--- config.mk ---
export PLATFORM = sky130hd
export DESIGN_NAME = branch_checkpoint_unit
export DESIGN_NICKNAME = d
export VERILOG_FILES = /design/src/rtl/branch_checkpoint_unit.sv
export SDC_FILE = /design/constraint.sdc
export NUM_CORES = 1
export LEC_CHECK = 0
export BUFFER_PORTS_ARGS = -buffer_cell sky130_fd_sc_hd__buf_2
export CORE_MARGIN = 10
export CORE_UTILIZATION = 61
export DETAILED_ROUTE_END_ITERATION = 8
export PLACE_DENSITY = 0.88
export SYNTH_ARGS = -nofsm -noshare
export SYNTH_HDL_FRONTEND = slang
export SYNTH_SLANG_ARGS = --single-unit
export TNS_END_PERCENT = 50
--- constraint.sdc ---
create_clock -name clk -period 24 [get_ports clk]
set_clock_uncertainty 0.2 [all_clocks]
set_input_delay 2.4 -clock clk [delete_from_list [all_inputs] [get_ports clk]]
set_output_delay 2.4 -clock clk [all_outputs]
set_load 0.02 [all_outputs]
--- src/rtl/branch_checkpoint_unit.sv ---
// branch_checkpoint_unit: branch checkpoint table with misprediction recovery sequencer
module branch_checkpoint_unit #(
  parameter int BRANCH_NUM    = 4,
  parameter int AL_SIZE       = 64,
  parameter int PREG_NUM      = 128,
  parameter int AREG_NUM      = 32,
  parameter int RESTORE_LANES = 8,
  localparam int BR_W   = $clog2(BRANCH_NUM),
  localparam int AL_W   = $clog2(AL_SIZE),
  localparam int PREG_W = $clog2(PREG_NUM),
  localparam int AREG_W = $clog2(AREG_NUM),
  localparam int MAP_W  = AREG_NUM * PREG_W,
  localparam int SL_W   = RESTORE_LANES * PREG_W
) (
  input  logic              clk,
  input  logic              rst,
  input  logic              alloc_valid,
  input  logic [AL_W-1:0]   alloc_al_id,
  input  logic              alloc_color,
  input  logic              alloc_ds,
  input  logic [PREG_W-1:0] alloc_free_head,
  input  logic [MAP_W-1:0]  alloc_map,
  output logic              alloc_ready,
  output logic [BR_W-1:0]   alloc_tag,
  input  logic              resolve_valid,
  input  logic [BR_W-1:0]   resolve_tag,
  input  logic              miss_valid,
  input  logic [BR_W-1:0]   miss_tag,
  output logic [BRANCH_NUM-1:0] entry_valid,
  output logic              busy,
  output logic              squash_valid,
  output logic [AL_W-1:0]   squash_al_id,
  output logic              squash_color,
  output logic [PREG_W-1:0] restore_free_head,
  output logic [AL_W-1:0]   restore_youngest,
  output logic              restore_global_color,
  output logic              map_wr_valid,
  output logic [AREG_W-1:0] map_wr_base,
  output logic [SL_W-1:0]   map_wr_data
);
  localparam int R  = AREG_NUM / RESTORE_LANES;
  localparam int CW = R > 1 ? $clog2(R) : 1;
  localparam logic [0:0] IDLE    = 1'b0;
  localparam logic [0:0] RESTORE = 1'b1;
  logic [BRANCH_NUM-1:0] valid, valid_nxt, kill;
  logic [BR_W-1:0]       tail;
  logic [AL_W-1:0]       e_al_id [BRANCH_NUM];
  logic [PREG_W-1:0]     e_free_head [BRANCH_NUM];
  logic [MAP_W-1:0]      e_map [BRANCH_NUM];
  logic [BRANCH_NUM-1:0] e_color, e_ds;
  logic [0:0]            state;
  logic [CW-1:0]         c;
  logic [MAP_W-1:0]      saved_map;
  logic [AL_W-1:0]       cur_al_id;
  logic                  cur_color;
  logic                  alloc_fire, miss_acc, new_older, b_color;
  logic [AL_W:0]         b_sum;
  logic [AL_W-1:0]       b;
  assign busy         = state == RESTORE;
  assign alloc_ready  = !busy && !valid[tail] && !miss_valid;
  assign alloc_fire   = alloc_valid && alloc_ready;
  assign alloc_tag    = tail;
  assign entry_valid  = valid;
  assign new_older    = (e_color[miss_tag] == cur_color) ? e_al_id[miss_tag] < cur_al_id
                                                         : e_al_id[miss_tag] > cur_al_id;
  assign miss_acc     = miss_valid && valid[miss_tag] && (!busy || new_older);
  assign b_sum        = {1'b0, e_al_id[miss_tag]} + (AL_W+1)'(e_ds[miss_tag]);
  assign b            = b_sum[AL_W-1:0];
  assign b_color      = e_color[miss_tag] ^ b_sum[AL_W];
  assign map_wr_valid = busy;
  assign map_wr_base  = busy ? AREG_W'(32'(c) * RESTORE_LANES) : '0;
  assign map_wr_data  = busy ? saved_map[32'(c) * SL_W +: SL_W] : '0;
  // next valid bits: allocate, then resolve, then kill the missed branch and everything younger
  always_comb begin
    kill = '0;
    for (int i = 0; i < BRANCH_NUM; i++)
      kill[i] = BR_W'(BR_W'(i) - miss_tag) <= BR_W'(tail - miss_tag - BR_W'(1));
    valid_nxt = valid;
    if (alloc_fire) valid_nxt[tail] = 1'b1;
    if (resolve_valid) valid_nxt[resolve_tag] = 1'b0;
    valid_nxt = miss_acc ? valid_nxt & ~kill : valid_nxt;
  end
  // control state, squash broadcast and restore sequencing
  always_ff @(posedge clk or posedge rst) begin
    if (rst) begin
      valid                <= '0;
      tail                 <= '0;
      state                <= IDLE;
      c                    <= '0;
      cur_al_id            <= '0;
      cur_color            <= 1'b0;
      squash_valid         <= 1'b0;
      squash_al_id         <= '0;
      squash_color         <= 1'b0;
      restore_free_head    <= '0;
      restore_youngest     <= '0;
      restore_global_color <= 1'b0;
    end else begin
      valid        <= valid_nxt;
      squash_valid <= miss_acc;
      if (miss_acc) begin
        tail                 <= miss_tag + BR_W'(1);
        state                <= RESTORE;
        c                    <= '0;
        cur_al_id            <= e_al_id[miss_tag];
        cur_color            <= e_color[miss_tag];
        squash_al_id         <= b;
        squash_color         <= b_color;
        restore_free_head    <= e_free_head[miss_tag];
        restore_youngest     <= b + AL_W'(1);
        restore_global_color <= b_color ^ (b == AL_W'(AL_SIZE - 1));
      end else begin
        if (alloc_fire) tail <= tail + BR_W'(1);
        if (busy) begin
          state <= (c == CW'(R - 1)) ? IDLE : RESTORE;
          c     <= c + CW'(1);
        end
      end
    end
  end
  // checkpoint payload storage and the map snapshot being streamed back
  always_ff @(posedge clk) begin
    if (alloc_fire) begin
      e_al_id[tail]     <= alloc_al_id;
      e_color[tail]     <= alloc_color;
      e_ds[tail]        <= alloc_ds;
      e_free_head[tail] <= alloc_free_head;
      e_map[tail]       <= alloc_map;
    end
    if (miss_acc) saved_map <= e_map[miss_tag];
  end
endmodule
# Word level (Yosys, flattened, before mapping)
# Memory sizes are Yosys's and may differ from the RTL's. A register that Yosys moved wholly into a read port is not among the register bits.
# Cells that the tools add are included.
# Widths: inputs -> output; s select.
# totals
n_memories	3
elab_cells	92
input_bits	248
ram_bits	948
latch_bits	0
out_inout_bits	92
regBits	39
rom_bits	0
# mem_list
memory	words	word_bits	rd	rd_clocked_by_memory_dff	write_ports	line	text
e_map	4	224	1	1	1	49	logic [MAP_W-1:0] e_map [BRANCH_NUM];
e_free_head	4	7	1	1	1	48	logic [PREG_W-1:0] e_free_head [BRANCH_NUM];
e_al_id	4	6	1	0	1	47	logic [AL_W-1:0] e_al_id [BRANCH_NUM];
# classes
eq_ne	3
reduce_logical	13
add_sub_neg	11
order_cmp	11
div_mod_pow	0
shift	1
muxes	29
n_bitwise	7
mul	1
# op_table
cell	count
$shiftx 224x9->56	1
$mux 56	1
$mux 1	12
$mux 4	3
$lt 2x3->1 const B	3
$and 4x4->4	2
$bmux 1 s2	4
$bwmux 4	2
$le 2x2->1	4
$mux 2	4
$not 4->4	2
$add 6x1->7	1
$logic_and 1x1->1	7
$add 2x1->2 const B	3
$add 6x1->6 const B	1
$eq 6x6->1 const B	1
$gt 6x6->1	1
$lt 6x6->1	1
$mul 2x3->5 const B	1
$mux 5	1
$demux 1 s2	2
$ge 2x1->1 const B	2
$or 4x4->4	1
$reduce_bool 2->1	2
9 further kinds	14

# Depth between registers and ports, before layout
# Gate-level depths: netlist (run 1).
# logic_depth
depth_word	11
depth_mapped	13
mapped_depth_nobuf	9

# Worst setup path before layout (run 1)
# No wires, ideal clock.
# synth_path
kind	input-to-reg
start	in miss_valid
end	mem e_al_id[0][0] (netlist bit) (enable)
setup_ps	846
slack_ps	9994
n_path_buf	0
required_time_ps	22954
arrival_ps	12960
stages	4
cell_sequence	a211oi_1 -> and3_1 -> nand2_1 -> nor2_1
# synth_between
elab_chain_cells	5
# synth_lines
element	line	text
start: declaration	27	input logic miss_valid,
$logic_not 1->1	60	assign alloc_ready = !busy && !valid[tail] && !miss_valid;
$logic_and 1x1->1	60	
$logic_and 1x1->1	61	assign alloc_fire = alloc_valid && alloc_ready;
$mux 1	123	if (alloc_fire) begin
$mux 1 (implied by the code)	124	e_al_id[tail] <= alloc_al_id;
end: declaration	47	
# No other way between the ends.

# Worst setup path in the final report (run 1)
# layout_path
start	in miss_tag[0]
end	reg saved_map[192] (read register of e_map) (enable)
# layout_between
elab_chain_cells	6
elab_cells_between_ends	12
cone_classes	order compare (2); eq/ne (1); mux (5); reduce/logical (3); memory (1)
# layout_lines
element	line	text
start: declaration	28	input logic [BR_W-1:0] miss_tag,
parallel branches: the longest is 6 deep, another holds $mem_v2 4x6	--	
end: declaration	53	logic [MAP_W-1:0] saved_map;
# Several ways; the timed one is not identified. The select of a mux whose other input is x is not followed.
# A chain may end at the register's enable or synchronous reset.

==> metrics.txt, run 1 <==
post-synthesis mux area share=0.156; worst-case clock buffer depth=3; WL per Instance=roughly 30 µm; Final Hold Viols=0; vias per cell=6.23; Layout Nets=roughly 2500; first-pass GRT wire length=between 100 and 150 mm; vias in the first global route=around 22000; Crit. End Element=flop; largest family of logic cells by synthesized area=multiplexers; worst IR drop on VDD=around 0.080 mV; post-synthesis sequential area ratio=0.809; # fillers=between 4000 and 5000; Hold Buf Count CTS=0; Worst Path Arrival=~7.2 ns; synthesis-stage register bit count=1218; TritonCTS Buffers=roughly 110; CTS tree=built; post-synthesis simple-gate area fraction=0.0123; Setup TNS=0 ns; number of synthesized flops with an enable pin=about 1200; Synth Warn #=0; fin crit share=0.295; Synth Area in XOR/XNOR=0.00364; crit-path max FO=roughly 70; Placer Congestion=~0.79; Main synth FF type=edfxtp_1; H-tree depth=3; Synth Area in Compound Gates=0.00376; Synth Area in Adders=0.00501; Worst Tran Pin Value=about 1.1 ns; r2r setup slk=around 19 ns; Overflow after GRT=0; CP Class=input pin to flop; core footprint=73100 µm²; dpl cell area=between 40000 and 50000 µm²; syn avg cell area=between 20 and 25 µm²; Static Leak=17.1 nW; cell count after synthesis=roughly 1800; most common cell after layout, fill and taps aside=edfxtp_1; asr flop ratio synth=0.0312; PwrDens=around 100 nW/µm²; Setup violations, final=0; antenna violations before repair=between 50 and 60; Max Cap Viol=0; clock sinks=about 1200; area grow syn2layout=14.6%; Synth cell types=41; Core Util, Final=0.705; layout cell share with drive strength beyond 1=0.363; detailed placement HPWL=54.3 mm; Die Y-Extent=approximately 290 µm; CTS clk-pin slew, worst paths=roughly 0.06 ns; root buf cell=clkbuf_16; Syn Std Cell Area=between 40000 and 50000 µm²; run status=completed; final critical-path required period=between 7 and 8 ns; most frequent cells in the layout=1180 x edfxtp_1, 334 x buf_2, 295 x mux4_2; Antenna Nets Post-Route=0; RSZ-0062 raised after global routing=no; worst-path cell chain=buf_8, mux4_2, ha_1, a21oi_1, a21oi_1, a211oi_1, or3_1, a31oi_4, buf_4, buf_4; die width=~290 µm; slowest CP cell=buf_4; WHS=roughly 0.28 ns; CP peak stage delay=0.89 ns; PortBufs=roughly 340; # DRC=0; drt first-iter violations=~2100; Die ar.=around 85000 µm²; max_slew headroom=0.269; Rows=99; overall global routing resource usage=0.229; CP Data Required Time=between 20 and 25 ns; worst skew pair latency=approximately 0.67 ns; CTS resizes=0; startpoint types=input pin; Initial Util=0.615; Pre-Repair DR Iteration Count=5; pin count of the biggest net entering global routing=~160; setup bufs post-CTS=0; Max Slew Vio Count=0; Min-Delay Path Class=flop to flop; Post-Layout Inst Area=approximately 52000 µm²; Routed Wire Length=around 97 mm; IO Count=340; vias=20437; Max Clk Rate=~0.14 GHz
-- final timing paths --
kind	from	to	cells after the start
max in group asynchronous	rst	busy	3
min in group asynchronous	rst	restore_free_head[2]	3
worst min register to register	restore_free_head[5]	restore_free_head[5]	1
worst max-delay path	miss_tag[0]	saved_map[192]	10
worst max register to register	alloc_tag[1]	e_map[3][185]	7
worst min-delay path	restore_free_head[5]	restore_free_head[5]	1
-- kinds of logic after synthesis --
kind of cell    Yosys count
other cells               1
compound gates           24
fa+ha+maj                18
buf+inv                 104
simple gates             97
flops                  1218
mux                     330
xor+xnor                 17
-- worst max-delay path, delay by kind of cell --
kind,cells,cell delay (ns)
AOI/OAI and AO/OA,4,0.92
adders and majority gates,1,0.39
and+or+nand+nor,1,0.42
buffers and inverters,3,2.17
muxes,1,0.70
-- where the power goes --
part,internal [mW],leakage (nW),switching [mW],total [mW]
combinational,0.306,4.14,0.490,0.796
sequential,2.61,11.1,0.107,2.72
clock,1.02,1.79,0.747,1.77
-- cells in the mapped netlist, types with 2 or more instances --
| library cell | number | area share |
|---|---|---|
| mux2_2 | 5 | 0.0013 |
| a21oi_1 | 6 | 0.00067 |
| buf_1 | 16 | 0.0013 |
| nor2_1 | 9 | 0.00075 |
| inv_1 | 19 | 0.0016 |
| edfxtp_1 | 1180 | 0.79 |
| a211oi_1 | 2 | 0.00033 |
| nand3_1 | 6 | 0.00067 |
| mux4_2 | 295 | 0.15 |
| nor2b_1 | 3 | 0.00042 |
| xnor2_1 | 9 | 0.0018 |
| xor2_2 | 2 | 0.00072 |
| a21o_1 | 2 | 0.00033 |
| clkbuf_1 | 40 | 0.0033 |
| ha_1 | 18 | 0.0050 |
| o22ai_1 | 4 | 0.00056 |
| buf_2 | 19 | 0.0021 |
| mux2_1 | 20 | 0.0050 |
| buf_4 | 7 | 0.0012 |
| and2_1 | 59 | 0.0082 |
| a221oi_1 | 2 | 0.00039 |
| mux2i_1 | 10 | 0.0022 |
| dfrtp_1 | 38 | 0.021 |
| o21ai_0 | 4 | 0.00045 |
| nand3b_1 | 2 | 0.00033 |
| xor2_1 | 6 | 0.0012 |
| nand2_1 | 12 | 0.0010 |
-- layout make-up --
type / instances / area [µm²] / share of cell area
Clock inverter: 70 / 762 / 0.0148
Timing Repair Buffer: 361 / 1930 / 0.0374
Sequential cell: 1218 / 36400 / 0.706
Tap cell: 959 / 1200 / 0.0233
Inverter: 21 / 78.8 / 0.00153
Clock buffer: 133 / 2900 / 0.0563
Multi-Input combinational cell: 489 / 8190 / 0.159
Antenna cell: 28 / 70.1 / 0.00136
-- routing by layer --
metal,track usage,vias to the layer above,wire [µm]
li1,-,8454,-
met1,0.291,10710,35500
met2,0.386,1008,50200
met3,0.0605,221,8340
met4,0.0741,44,2500
met5,0,-,291
-- flip-flops by register name, indices dropped and copies added (netlist names), 2 cells and up --
register / flops
e_ds: 4
alloc_tag: 2
e_map: 896
e_al_id: 24
c: 2
squash_al_id: 6
restore_youngest: 6
e_color: 4
saved_map: 224
restore_free_head: 7
cur_al_id: 6
entry_valid: 4
e_free_head: 28
-- per-stage QoR --
stage | power, mW | worst slack [ns] | instances
after floorplan | 3.28 | 9.99 | 1811
after global placement | 3.49 | 16.34 | 3048
after detailed placement | 3.55 | 16.26 | 3048
after CTS | 5.33 | 16.93 | 3251
after global routing | 5.46 | 16.62 | 3266
final | 5.28 | 16.92 | 3279
Note: power is estimated with default switching activity, not from simulation.
==> inputs of run 2 (changes only) <==
CORE_UTILIZATION = 54   (was 61)
PLACE_DENSITY = 0.83   (was 0.88)
clock period = 6.05 ns   (was 24 ns; I/O delays follow)
==> run 2 against run 1 <==
Effect of this change:
- wire length down 0.46%
- first-iteration DRC count grew 3.1%
- via count rose by 4.2%
- clock-buffer cell count is 2 higher
- critical path type is now flop to primary output
- final area grew 5.9%
- utilization decreased by 4.3 points
- total power rose to 4.1 times the previous value
- hold slack got worse by 0.14 ns
- sequential share of layout area fell by 3.9 points
- cell count rose by 11%
- register-to-register slack worse by 16 ns
- setup slack worse by 15 ns
==> metrics.txt, run 2 (synthesis results as in run 1) <==
run status=completed; worst-case clock buffer depth=3 (unchanged); Worst Tran Pin Value=1.11 ns (+0.0111 ns); Max Clk Rate=approximately 0.24 GHz; layout cell share with drive strength beyond 1=0.333 (-0.0295); Power, Total=21.6 mW (+310%); Top reg by flops=e_map; Antenna Nets Post-Route=0 (unchanged); Overflow after GRT=0 (unchanged); crit-path max FO=30 (-58%); CP Data Required Time=5.24 ns (-18.85 ns); die width=309 µm (+5.9%); pin count of the biggest net entering global routing=152 (-3.8%); Static Leak=18.3 nW (+7.1%); Routed Wire Length=96.4 mm (-0.46%); detailed placement HPWL=54.2 mm (-0.33%); worst IR drop on VDD=0.314 mV (+290%); Worst Hold Depth=4 (+3); Placer Congestion=0.783 (-0.38%); CP Launch Point=c[0]; overall global routing resource usage=0.205 (-0.0248); Post-Layout Inst Area=54600 µm² (+5.9%); H-tree depth=3 (unchanged); max reg flops=896 (unchanged); CTS tree=built; DP Worst Slack=1.56 ns (-14.71 ns); area grow syn2layout=21.3%; Layout Nets=2719 (+10%); Setup violations, final=0 (unchanged); Final Hold Viols=0 (unchanged); Max Slew Vio Count=0 (unchanged); first-pass GRT wire length=146 mm (+0.85%); CTS resizes=0 (unchanged); Die Y-Extent=309 µm (+5.9%); # DRC=0 (unchanged); TritonCTS Buffers=117 (+4.5%); PortBufs=336 (unchanged); WL per Instance=26.5 µm (-10%); vias per cell=5.85 (-6.1%); Reg2Reg Depth=9 (+2); biggest regs=e_map x896, saved_map x224, e_free_head x28; startpoint types=flop; setup bufs post-CTS=0 (unchanged); WHS=0.138 ns (-0.142 ns); fin crit share=0.681; Initial Util=0.546 (-0.0694); RSZ-0062 raised after global routing=no; root buf cell=clkbuf_16; Finished Layout Cells=3638 (+11%); Core Util, Final=0.662 (-0.0427); HP Start=resolve_tag[0]; Die ar.=95200 µm² (+12%); placed cells=3163 (+3.8%); most frequent cells in the layout=1180 x edfxtp_1, 334 x buf_2, 295 x mux4_2; most common cell after layout, fill and taps aside=edfxtp_1; max_slew headroom=0.261 (-0.00739); Worst Path Arrival=3.32 ns (-3.86 ns); antenna violations before repair=24 (-54%); final critical-path required period=just over 4 ns; r2r startpoint=e_al_id[2][2]; IO Count=340 (unchanged); Max Cap Viol=0 (unchanged); Setup WS post-layout=1.93 ns (-14.99 ns); PwrDens=395 nW/µm² (+290%); Rows=105 (+6.1%); vias in the first global route=22744 (+2.8%); drt first-iter violations=2134 (+3.1%); Min-Delay Path Class=input pin to flop; Pre-Repair DR Iteration Count=5 (unchanged); Setup TNS=0 ns (unchanged); r2r setup slk=2.30 ns (-16.46 ns); core footprint=82400 µm² (+13%); clock sinks=1218 (unchanged); CP Class=flop to primary output; dpl cell area=48100 µm² (+0.67%); Crit. End Element=primary output; CTS clk-pin slew, worst paths=0.06 ns (about the same); worst skew pair latency=0.67 ns (about the same); vias=21297 (+4.2%)
==> run 2: layout make-up <==
class,count,area (µm²)
Clock inverter,86,990
Clock buffer,135,3020
Antenna cell,13,32.5
Inverter,21,78.8
Tap cell,1070,1340
Timing Repair Buffer,606,4520
Sequential cell,1218,36400
Fill cell,4955,27800
Multi-Input combinational cell,489,8190
==> run 2: power breakdown <==
group          switching (mW)  internal, mW  total (mW)
logic                    1.85          1.35        3.20
registers               0.518          10.3        10.9
clock network            3.11          4.40        7.51
==> run 2: layer usage <==
metal	share of wire	vias to the layer above	global-route usage
met5	0.0016	-	0
met4	0.018	24	0.0473
met3	0.079	162	0.0508
met2	0.51	928	0.335
met1	0.40	11209	0.278
li1	-	8974	-
==> run 2: critical path: stages, from the launching register on <==
cell and delay (ns):
dfrtp_4 0.97, buf_4 0.66, mux4_2 0.61, and2_1 0.20, buf_2 0.17
==> run 2: repair_timing <==
action,CTS,global route
hold buffers,241,0
endpoints found under the setup margin,0,0
endpoints found under the hold margin,995,0
==> run 2: path summary, 6_finish.rpt <==
path	end
min	entry_valid[1]
min in group asynchronous	c[1]
max	map_wr_data[31]
max reg2reg	restore_free_head[6]
max in group asynchronous	busy
min reg2reg	restore_free_head[0]
